**src/rtl/isa_pkg.sv**
```systemverilog
// Class-ISA encoding: class codes, opcodes, field positions, and the legality/packing helpers
// shared by the encoder datapath.
package isa_pkg;

  localparam int WORD_W = 32;

  localparam logic [1:0] CLS_DIMM = 2'b00;
  localparam logic [1:0] CLS_DREG = 2'b01;
  localparam logic [1:0] CLS_LDST = 2'b10;
  localparam logic [1:0] CLS_SYS  = 2'b11;

  localparam logic [4:0] OP_MOV   = 5'b00000;
  localparam logic [4:0] OP_MOVT  = 5'b00001;
  localparam logic [4:0] OP_NOT   = 5'b10110;
  localparam logic [4:0] OP_B     = 5'b00000;
  localparam logic [4:0] OP_BCOND = 5'b00001;
  localparam logic [4:0] OP_BR    = 5'b00010;
  localparam logic [4:0] OP_NOP   = 5'b00100;
  localparam logic [4:0] OP_HALT  = 5'b01000;

  localparam int CLS_LSB  = 30;
  localparam int OP_LSB   = 25;
  localparam int RD_LSB   = 22;
  localparam int COND_LSB = 21;
  localparam int RS1_LSB  = 19;
  localparam int RS2_LSB  = 16;
  localparam int IMM_LSB  = 0;

  typedef enum logic [1:0] {
    ST_IDLE  = 2'd0,
    ST_LOAD  = 2'd1,
    ST_DRAIN = 2'd2,
    ST_DONE  = 2'd3
  } enc_state_e;

  // ALU ops live at 10001-10101 and 11001-11101: op[4] set, op[2:0] in 1..5, op[3] selects S
  function automatic logic is_alu_op(input logic [4:0] op);
    return op[4] && (op[2:0] >= 3'd1) && (op[2:0] <= 3'd5);
  endfunction

  function automatic logic is_legal(input logic [1:0] cls, input logic [4:0] op);
    logic ok;
    case (cls)
      CLS_DIMM: ok = (op <= 5'd5) || is_alu_op(op);
      CLS_DREG: ok = is_alu_op(op) || (op == OP_NOT);
      CLS_LDST: ok = (op[4:1] == 4'd0);
      default:  ok = (op == OP_B) || (op == OP_BCOND) || (op == OP_BR) ||
                     (op == OP_NOP) || (op == OP_HALT);
    endcase
    return ok;
  endfunction

  function automatic logic [WORD_W-1:0] pack_word(
    input logic [1:0]  cls,
    input logic [4:0]  op,
    input logic [2:0]  rd,
    input logic [2:0]  rs1,
    input logic [2:0]  rs2,
    input logic [3:0]  cond,
    input logic [15:0] imm
  );
    logic [WORD_W-1:0] w;
    w = '0;
    w[CLS_LSB +: 2] = cls;
    w[OP_LSB +: 5]  = op;
    case (cls)
      CLS_DIMM: begin
        w[RD_LSB +: 3]   = rd;
        w[IMM_LSB +: 16] = imm;
        if ((op != OP_MOV) && (op != OP_MOVT)) w[RS1_LSB +: 3] = rs1;
      end
      CLS_DREG: begin
        w[RD_LSB +: 3]  = rd;
        w[RS1_LSB +: 3] = rs1;
        if (op != OP_NOT) w[RS2_LSB +: 3] = rs2;
      end
      CLS_LDST: begin
        w[RD_LSB +: 3]   = rd;
        w[RS1_LSB +: 3]  = rs1;
        w[IMM_LSB +: 16] = imm;
      end
      default: begin
        if (op == OP_B) begin
          w[IMM_LSB +: 16] = imm;
        end else if (op == OP_BCOND) begin
          w[COND_LSB +: 4] = cond;
          w[IMM_LSB +: 16] = imm;
        end else if (op == OP_BR) begin
          w[RS1_LSB +: 3]  = rs1;
          w[IMM_LSB +: 16] = imm;
        end
      end
    endcase
    return w;
  endfunction

endpackage

```
**src/rtl/enc_fifo.sv**
```systemverilog
// Word FIFO between the packer and instruction memory; flush empties it in one cycle.
// Push while full is honoured only when a pop happens in the same cycle.
module enc_fifo
  import isa_pkg::*;
#(
  parameter int DEPTH = 4,
  parameter int W     = WORD_W
) (
  input  logic         clk,
  input  logic         rst_n,
  input  logic         i_flush,
  input  logic         i_push,
  input  logic [W-1:0] i_data,
  input  logic         i_pop,
  output logic [W-1:0] o_head,
  output logic         o_full,
  output logic         o_empty
);

  localparam int PW = $clog2(DEPTH);

  logic [PW:0]  r_wr_ptr;
  logic [PW:0]  r_rd_ptr;
  logic [W-1:0] r_mem [DEPTH];
  logic         w_do_push;
  logic         w_do_pop;

  assign o_empty   = (r_wr_ptr == r_rd_ptr);
  assign o_full    = (r_wr_ptr[PW] != r_rd_ptr[PW]) && (r_wr_ptr[PW-1:0] == r_rd_ptr[PW-1:0]);
  assign w_do_pop  = i_pop & ~o_empty;
  assign w_do_push = i_push & (~o_full | w_do_pop);
  assign o_head    = r_mem[r_rd_ptr[PW-1:0]];

  always_ff @(posedge clk or negedge rst_n) begin
    if (!rst_n) begin
      r_wr_ptr <= '0;
      r_rd_ptr <= '0;
    end else if (i_flush) begin
      r_wr_ptr <= '0;
      r_rd_ptr <= '0;
    end else begin
      if (w_do_push) r_wr_ptr <= r_wr_ptr + (PW+1)'(1);
      if (w_do_pop)  r_rd_ptr <= r_rd_ptr + (PW+1)'(1);
    end
  end

  always_ff @(posedge clk) begin
    if (w_do_push) r_mem[r_wr_ptr[PW-1:0]] <= i_data;
  end

endmodule

```
**src/rtl/instr_encoder.sv**
```systemverilog
// Field-level instruction requests in, legality-checked 32-bit words out to instruction memory.
// Holds the load/drain/done FSM, the packer and the write-address counter.
module instr_encoder
  import isa_pkg::*;
#(
  parameter int                DEPTH     = 4,
  parameter int                ADDR_W    = 16,
  parameter logic [ADDR_W-1:0] BASE_ADDR = '0,
  parameter int                ADDR_STEP = 4
) (
  input  logic              clk,
  input  logic              rst_n,
  input  logic              start,
  input  logic              prog_end,
  input  logic              in_valid,
  output logic              in_ready,
  input  logic [1:0]        in_cls,
  input  logic [4:0]        in_op,
  input  logic [2:0]        in_rd,
  input  logic [2:0]        in_rs1,
  input  logic [2:0]        in_rs2,
  input  logic [3:0]        in_cond,
  input  logic [15:0]       in_imm,
  output logic              mem_we,
  input  logic              mem_ready,
  output logic [ADDR_W-1:0] mem_addr,
  output logic [31:0]       mem_wdata,
  output logic              enc_err,
  output logic [7:0]        err_cnt,
  output logic              done
);

  localparam logic [ADDR_W-1:0] STEP = ADDR_W'(ADDR_STEP);

  enc_state_e        r_state;
  enc_state_e        w_state_nxt;
  logic              w_legal;
  logic              w_accept;
  logic              w_push;
  logic              w_pop;
  logic              w_fifo_full;
  logic              w_fifo_empty;
  logic [31:0]       w_word;
  logic [31:0]       w_head;
  logic [ADDR_W-1:0] r_addr;
  logic              r_enc_err;
  logic [7:0]        r_err_cnt;

  assign w_legal  = is_legal(in_cls, in_op);
  assign w_word   = pack_word(in_cls, in_op, in_rd, in_rs1, in_rs2, in_cond, in_imm);
  // start flushes this cycle, so a request offered alongside it is dropped rather than half-loaded
  assign w_accept = in_valid & in_ready & ~start;
  assign w_push   = w_accept & w_legal;
  assign w_pop    = mem_we & mem_ready;

  enc_fifo #(
    .DEPTH (DEPTH),
    .W     (32)
  ) u_fifo (
    .clk     (clk),
    .rst_n   (rst_n),
    .i_flush (start),
    .i_push  (w_push),
    .i_data  (w_word),
    .i_pop   (w_pop),
    .o_head  (w_head),
    .o_full  (w_fifo_full),
    .o_empty (w_fifo_empty)
  );

  always_ff @(posedge clk or negedge rst_n) begin
    if (!rst_n) r_state <= ST_IDLE;
    else        r_state <= w_state_nxt;
  end

  always_comb begin
    w_state_nxt = r_state;
    in_ready    = 1'b0;
    mem_we      = 1'b0;
    done        = 1'b0;
    case (r_state)
      ST_LOAD: begin
        in_ready = ~w_fifo_full;
        mem_we   = ~w_fifo_empty;
        if (prog_end) w_state_nxt = ST_DRAIN;
      end
      ST_DRAIN: begin
        mem_we = ~w_fifo_empty;
        if (w_fifo_empty) w_state_nxt = ST_DONE;
      end
      ST_DONE: done = 1'b1;
      default: ;
    endcase
    if (start) w_state_nxt = ST_LOAD;
  end

  always_ff @(posedge clk or negedge rst_n) begin
    if (!rst_n)     r_addr <= BASE_ADDR;
    else if (start) r_addr <= BASE_ADDR;
    else if (w_pop) r_addr <= r_addr + STEP;
  end

  always_ff @(posedge clk or negedge rst_n) begin
    if (!rst_n) begin
      r_enc_err <= 1'b0;
      r_err_cnt <= '0;
    end else if (start) begin
      r_enc_err <= 1'b0;
      r_err_cnt <= '0;
    end else begin
      r_enc_err <= w_accept & ~w_legal;
      if (w_accept && !w_legal && (r_err_cnt != 8'hFF)) r_err_cnt <= r_err_cnt + 8'd1;
    end
  end

  assign mem_addr  = r_addr;
  assign mem_wdata = mem_we ? w_head : 32'h0;
  assign enc_err   = r_enc_err;
  assign err_cnt   = r_err_cnt;

endmodule

```
**config.mk**
```make
export PLATFORM = sky130hd
export DESIGN_NAME = instr_encoder
export DESIGN_NICKNAME = d
export VERILOG_FILES = /design/src/rtl/isa_pkg.sv /design/src/rtl/enc_fifo.sv /design/src/rtl/instr_encoder.sv
export SDC_FILE = /design/constraint.sdc
export NUM_CORES = 1
export LEC_CHECK = 0
export ABC_AREA = 0
export BUFFER_PORTS_ARGS = -buffer_cell sky130_fd_sc_hd__buf_4
export CORE_MARGIN = 10
export CORE_UTILIZATION = 40
export DETAILED_ROUTE_END_ITERATION = 16
export GPL_ROUTABILITY_DRIVEN = 0
export HOLD_SLACK_MARGIN = 0.08
export PLACE_DENSITY = 0.57
export REMOVE_ABC_BUFFERS = 1
export SYNTH_ARGS = -nofsm -noshare
export SYNTH_HDL_FRONTEND = slang
export SYNTH_SLANG_ARGS = --single-unit
```
**constraint.sdc**
```tcl
create_clock -name clk -period 5.88 [get_ports clk]
set_input_delay 0.588 -clock clk [delete_from_list [all_inputs] [get_ports clk]]
set_output_delay 0.588 -clock clk [all_outputs]
set_load 0.05 [all_outputs]
```
==> results of run 1 <==
==> state kept, by name (all words and copies together) (netlist names) <==
| register | count |
|---|---|
| u_fifo.r_mem | 128 |
| mem_addr | 14 |
| err_cnt | 8 |
| u_fifo.r_rd_ptr | 3 |
| u_fifo.r_wr_ptr | 3 |
| r_state | 2 |
| enc_err | 1 |
==> routing by layer <==
layer  up-vias  wire length (microns)  GRT usage
met5         -                      0          0
met4         0                    222    0.04814
met3        18                    554    0.03246
met2        71                   8006     0.2270
met1      2039                   6299     0.1480
li1       1898                      -          -
==> stage by stage <==
stage,power [mW],instances,util
after floorplan,1.454,428,-
after global placement,1.558,754,0.4629
after detailed placement,1.563,754,0.4629
after CTS,2.607,786,0.4958
after global routing,2.679,786,0.4958
final,2.587,786,0.4958
==> logic make-up after synthesis <==
group | Yosys count | share of synthesized area
flip-flops | 159 | 0.6581
AND/OR/NAND/NOR | 144 | 0.1146
AO/OA/AOI/OAI | 39 | 0.04368
multiplexers | 35 | 0.1078
buffers and inverters | 34 | 0.02175
XOR/XNOR | 20 | 0.02709
adder cells (fa/ha/maj) | 15 | 0.02638
other | 1 | 0.0005342
==> area by class of cell <==
| cell class | count | area [sq um] | area share |
|---|---|---|---|
| flip-flops and latches | 159 | 4622 | 0.5408 |
| clock buffers | 17 | 425.4 | 0.04978 |
| well taps | 225 | 281.5 | 0.03294 |
| clock inverters | 15 | 141.4 | 0.01654 |
| multi-input cells | 255 | 2265 | 0.2650 |
| repair buffers | 101 | 758.2 | 0.08873 |
| inverters | 14 | 52.55 | 0.006149 |
==> worst max-delay path, delay by kind of cell, from the launching register on <==
kind,cells,cell delay [ps]
DFF,1,960
and+or+nand+nor,1,290
AOI/OAI and AO/OA,1,790
xor gates and xnor gates,1,280
buffers and inverters,1,220
==> final timing paths <==
kind	endpoint	slack, ps	from	cells after the start
max in group asynchronous	u_fifo.r_rd_ptr[1]$_DFFE_PN0P_	5460	rst_n	1
max reg2reg	u_fifo.r_mem[3][1]$_DFFE_PP_	2680	u_fifo.r_rd_ptr[1]$_DFFE_PN0P_	4
min reg2reg	u_fifo.r_wr_ptr[2]$_DFFE_PN0P_	540	u_fifo.r_wr_ptr[2]$_DFFE_PN0P_	1
min in group clk	u_fifo.r_mem[3][31]$_DFFE_PP_	400	in_cls[1]	1
max	mem_wdata[17]	2310	u_fifo.r_rd_ptr[1]$_DFFE_PN0P_	4
min	mem_addr[6]$_DFFE_PN0N_	100	rst_n	1
==> power by group <==
group | internal (mW) | total [mW] | leakage [nW] | switching [mW]
Clock | 0.620 | 1.05 | 0.268 | 0.432
Sequential | 1.24 | 1.25 | 1.59 | 0.00925
Combinational | 0.104 | 0.290 | 1.35 | 0.186
Total | 1.96 | 2.59 | 3.21 | 0.627
==> synth_stat cells (all sizes together), types with 2 or more instances <==
library cell / n / area share
a21oi: 11 / 0.0078
o21ai: 4 / 0.0029
or4: 4 / 0.0043
or3: 2 / 0.0018
a22o: 3 / 0.0037
mux4: 32 / 0.10
mux2: 2 / 0.0037
and2: 52 / 0.047
nand2: 19 / 0.011
nand4: 11 / 0.0098
o311ai: 3 / 0.0037
o21ba: 2 / 0.0029
nor2b: 3 / 0.0027
nor2: 27 / 0.015
dfrtp: 31 / 0.11
o31ai: 2 / 0.0021
nand3: 6 / 0.0043
clkbuf: 10 / 0.0053
a31oi: 2 / 0.0027
a311oi: 2 / 0.0059
edfxtp: 128 / 0.55
buf: 10 / 0.0089
xnor2: 6 / 0.0096
inv: 14 / 0.0075
and4: 2 / 0.0025
ha: 14 / 0.025
xor2: 14 / 0.017
and3: 12 / 0.011
nand2b: 2 / 0.0018
==> results_dict.tcl, run 1 <==
set metrics [dict create \
    outcome "completed" \
    dr.first_iter.drc_count 164 \
    clk_latency_ps 420 \
    cts.path.max_buffers 2 \
    hold_class "in2async" \
    final_cell_mix "edfxtp_1 (128), buf_4 (101), and2_1 (47)" \
    setup_ws_ps 2310 \
    synth.avg_cell_area_sq_um 15.70 \
    rows 48 \
    cts_resized 0 \
    synth_area_sq_um 7019 \
    grt_max_degree 38 \
    drt_pre_antenna_iters 4 \
    drv_cap 0 \
    cts.clk_slew.worst_paths_ps 60 \
    numPortBuffers 99 \
    yosysSeqAreaShare 0.6581 \
    ys.flop_type "edfxtp_1" \
    fin_crit_ps 3570 \
    yosys_warnings 0 \
    cts_tree "yes" \
    io_pins 102 \
    critPathKind "reg2out" \
    wl_per_cell_microns 19.19 \
    synth_seq_cells 159 \
    drv_slew 0 \
    ir_drop_uv 207.6 \
    drt-total-wl_microns 15080 \
    die_width_microns 152.5 \
    crit_slowest_cell "dfrtp_2" \
    tns_ps 0 \
    final_common_cell "edfxtp_1" \
    cts_htree_levels 4 \
    cp_cell_sequence "xnor2_2 -> a31oi_4 -> and2_1 -> buf_4" \
    vias 4026 \
    synth_cell_type_count 57 \
    post-cts-setup-buffer-count 0 \
    ant_nets 0 \
    critPathArrivalTime_ps 2980 \
    grtUsageTotal 0.1290 \
    grt_pass1_wl_microns 23550 \
    hold_viol 0 \
    max_freq_mhz 280.1 \
    clockRootBuffer "clkbuf_16" \
    pre_cts_ws_ps 2627 \
    netlist_instances 447 \
    skew_ps 6.977 \
    critPathMaxFanout 37 \
    die_y_microns 152.5 \
    synth_edf_count 128 \
    cts_inserted_buffers 17 \
    slowest_delay_ps 960 \
    area_delta_synth_final_pct 21.75 \
    coreArea_sq_um 17240 \
    dieArea_sq_um 23250 \
    cp.required_ps 5290 \
    antenna_found_initial 0 \
    leakagePower_nw 3.209 \
    critPathLaunchType "flop" \
    grt_overflow 0 \
    setup_viol 0 \
    p_per_area_nw_per_um2 302.8 \
    grt_pass1_vias 4314 \
    synthArstFlopShare 0.1950 \
    crit_path_end_kind "primary output" \
    drive_gt1_frac 0.3209 \
    design_area_sq_um 8546 \
    timing.final.crit_share 0.6071 \
    fin_nets 604 \
    drc 0 \
    cts.sinks 159 \
    placed_area_sq_um 7979 \
    nFillCells 1456 \
    postCtsHoldBufs 0 \
    viasPerCell 5.122 \
    rsz0062_at_grt "false" \
    worstMarginPinSlew_ps 992.6 \
    diodes 0 \
    hold_slack_ps 97.54 \
    initial_core_util 0.4072 \
    dp_hpwl_microns 9716 \
    maxSlewHeadroom 0.3382 \
]
No activity file was read; power rests on OpenSTA's default activity.
==> run 2, diff against run 1 <==
ABC_AREA = 1   (was 0)
PLACE_DENSITY = 0.59   (was 0.57)
clock period = 3.17 ns   (was 5.88 ns; I/O delays follow)
==> results_dict.tcl, run 2 <==
set metrics [dict create \
    clk_latency_ps 420 \
    cp_common_cell "buf_4" \
    drive_gt1_frac 0.2060 \
    ys.flop_type "edfxtp_1" \
    final-seq-area_sq_um 4621 \
    slowest_delay_ps 410 \
    drc 0 \
    cp.required_ps 2850 \
    initial_core_util 0.4099 \
    final_cell_mix "nor2_1 (158), edfxtp_1 (128), buf_4 (105)" \
    synth_most_common_cell "nor2_1" \
    cts_resized 0 \
    drv_slew 0 \
    max_freq_mhz 343.8 \
    area_delta_synth_final_pct 19.66 \
    synth_common_cells "nor2_1 (162), edfxtp_1 (128), nand2_1 (80)" \
    cts_tree "yes" \
    fin_cells 1060 \
    rsz0062_at_grt "false" \
    crit_slowest_cell "buf_4" \
    dpl.cell_count 1026 \
    critPathKind "reg2out" \
    final_common_cell "nor2_1" \
    viasPerCell 5.085 \
    clockRootBuffer "clkbuf_16" \
    drt_pre_antenna_iters 4 \
    die_y_microns 156.4 \
    netlist_instances 726 \
    largest_reg_flops 128 \
    synth_seq_cells 159 \
    synth_largest_area_cell "edfxtp_1" \
    cts_htree_levels 4 \
    vias 5390 \
    dp_hpwl_microns 12030 \
    cts_inserted_buffers 17 \
    antenna_found_initial 1 \
    wl_per_cell_microns 17.20 \
    ir_drop_uv 434.7 \
    synth_area_sq_um 7438 \
    critPathMaxFanout 34 \
    critPathArrivalTime_ps 2590 \
    synth.avg_cell_area_sq_um 10.25 \
    leakagePower_nw 3.547 \
    cts.sinks 159 \
    grtUsageTotal 0.1490 \
    worstMarginPinSlew_ps 1219 \
    hold_class "in2reg" \
    drt-total-wl_microns 18230 \
    synthDominantCellAreaShare 0.5167 \
    nFillCells 1680 \
    numPortBuffers 99 \
    skew_ps 12.95 \
    fin_nets 873 \
    hold_viol 0 \
    dieArea_sq_um 24450 \
    outcome "completed" \
    p_per_area_nw_per_um2 747.7 \
    tns_ps 0 \
    grt_overflow 0 \
    grt_max_degree 66 \
    die_width_microns 156.4 \
    synth_cell_type_count 38 \
    setup_viol 0 \
    multi_input_area_sq_um 2504 \
    coreArea_sq_um 18150 \
    fin_crit_ps 2909 \
    cp_cell_sequence "buf_4 -> inv_1 -> buf_4 -> nor2_1 -> o21ai_0 -> a21oi_1 -> buf_4" \
    ant_nets 0 \
    grt_pass1_vias 5485 \
    cts.clk_slew.worst_paths_ps 60 \
    synthArstFlopShare 0.1950 \
    dr.first_iter.drc_count 306 \
    yosysSeqAreaShare 0.6210 \
    cts.path.max_buffers 2 \
    synth_edf_count 128 \
    yosys_warnings 0 \
    grt_pass1_wl_microns 28600 \
    rows 49 \
    maxSlewHeadroom 0.1832 \
    synthTopCellsByArea "edfxtp_1 (52%), dfrtp_1 (10%), nor2_1 (8.2%), o21ai_0 (4.4%), nand2_1 (4.0%)" \
    timing.final.crit_share 0.9176 \
    crit_path_end_kind "primary output" \
    critPathLaunchType "flop" \
    io_pins 102 \
    drv_cap 0 \
    finish.utilization 0.4905 \
    hold_slack_ps 134.3 \
]
==> run 2: changes by cell type in the layout (fill, tap and decap cells not counted), sizes merged, moves of 8 or more <==
cell	change
mux4	-32
inv	+30
a21oi	+26
and3	-12
nor2	+141
nor3b	+15
nor3	+8
and2	-51
o21ai	+80
nand2	+69
nand3	+32
==> run 2: where the power goes <==
group          internal, mW  total, mW  leakage, nW  switching [mW]
sequential             2.33       2.39         1.59          0.0589
clock                 0.992       1.77        0.246           0.778
combinational         0.639       2.50         1.71            1.86
==> run 2: layout make-up <==
| class | count | share of cell area |
|---|---|---|
| inverter | 47 | 0.02010 |
| tap | 229 | 0.03219 |
| clock buffer | 21 | 0.04948 |
| timing repair buffer | 106 | 0.08968 |
| antenna | 1 | 0.0002811 |
| clock inverter | 11 | 0.007872 |
| sequential | 159 | 0.5191 |
| multi-input combinational | 486 | 0.2813 |
==> run 2: worst max-delay path, delay by kind of cell (launching register included) <==
family / cells / cell delay [ps]
AND/OR/NAND/NOR: 1 / 120
flip-flops: 1 / 390
buffers and inverters: 4 / 1300
AO/OA/AOI/OAI: 2 / 350
==> run 2: cells by family (layout without fill, tap and decap cells) <==
group                    Yosys count  after routing  share of synthesized area
flip-flops                       159            159                     0.6210
XOR/XNOR                          12             12                    0.01514
buffers and inverters             82            185                    0.04760
other                              1              3                  0.0005041
AO/OA/AOI/OAI                    124            124                    0.08831
adder cells (fa/ha/maj)           14             14                    0.02355
AND/OR/NAND/NOR                  334            334                     0.2039
==> run 2: worst paths after layout <==
path	from	endpoint	slack, ps	cells after the start
worst min register to register	u_fifo.r_rd_ptr[2]$_DFFE_PN0P_	u_fifo.r_rd_ptr[2]$_DFFE_PN0P_	540	2
min in group asynchronous	rst_n	mem_addr[12]$_DFFE_PN0N_	370	2
max in group asynchronous	rst_n	u_fifo.r_rd_ptr[0]$_DFFE_PN0P_	2470	2
worst max register to register	u_fifo.r_wr_ptr[1]$_DFFE_PN0P_	u_fifo.r_mem[1][1]$_DFFE_PP_	620	6
worst max-delay path	u_fifo.r_rd_ptr[1]$_DFFE_PN0P_	mem_wdata[21]	260	7
worst min-delay path	in_cls[0]	u_fifo.r_mem[0][30]$_DFFE_PP_	130	1
==> run 2: routing by layer <==
metal / track usage / part of all wire / wire [microns] / vias up
li1: - / - / - / 2652
met1: 0.1773 / 0.42 / 7718 / 2603
met2: 0.2522 / 0.50 / 9143 / 127
met3: 0.05154 / 0.069 / 1264 / 8
met4: 0.03910 / 0.0058 / 105 / 0
met5: 0 / 0 / 0 / -
==> run 2: timing repair <==
item                                    in CTS  in global routing
hold buffers                                 1                  0
endpoints found under the hold margin       31                  0
buffers inserted                             0                  0
endpoints found under the setup margin       0                  0
==> run 2: per-stage QoR <==
step                instance area (sq um)  power [mW]  setup slack (ps)
floorplan                            7267       4.112            -657.0
global placement                     8378       4.916             481.6
detailed placement                   8378       4.957             387.7
CTS                                  8899       6.726             255.5
global route                         8899       6.995             75.22
finish                               8901       6.656             261.2
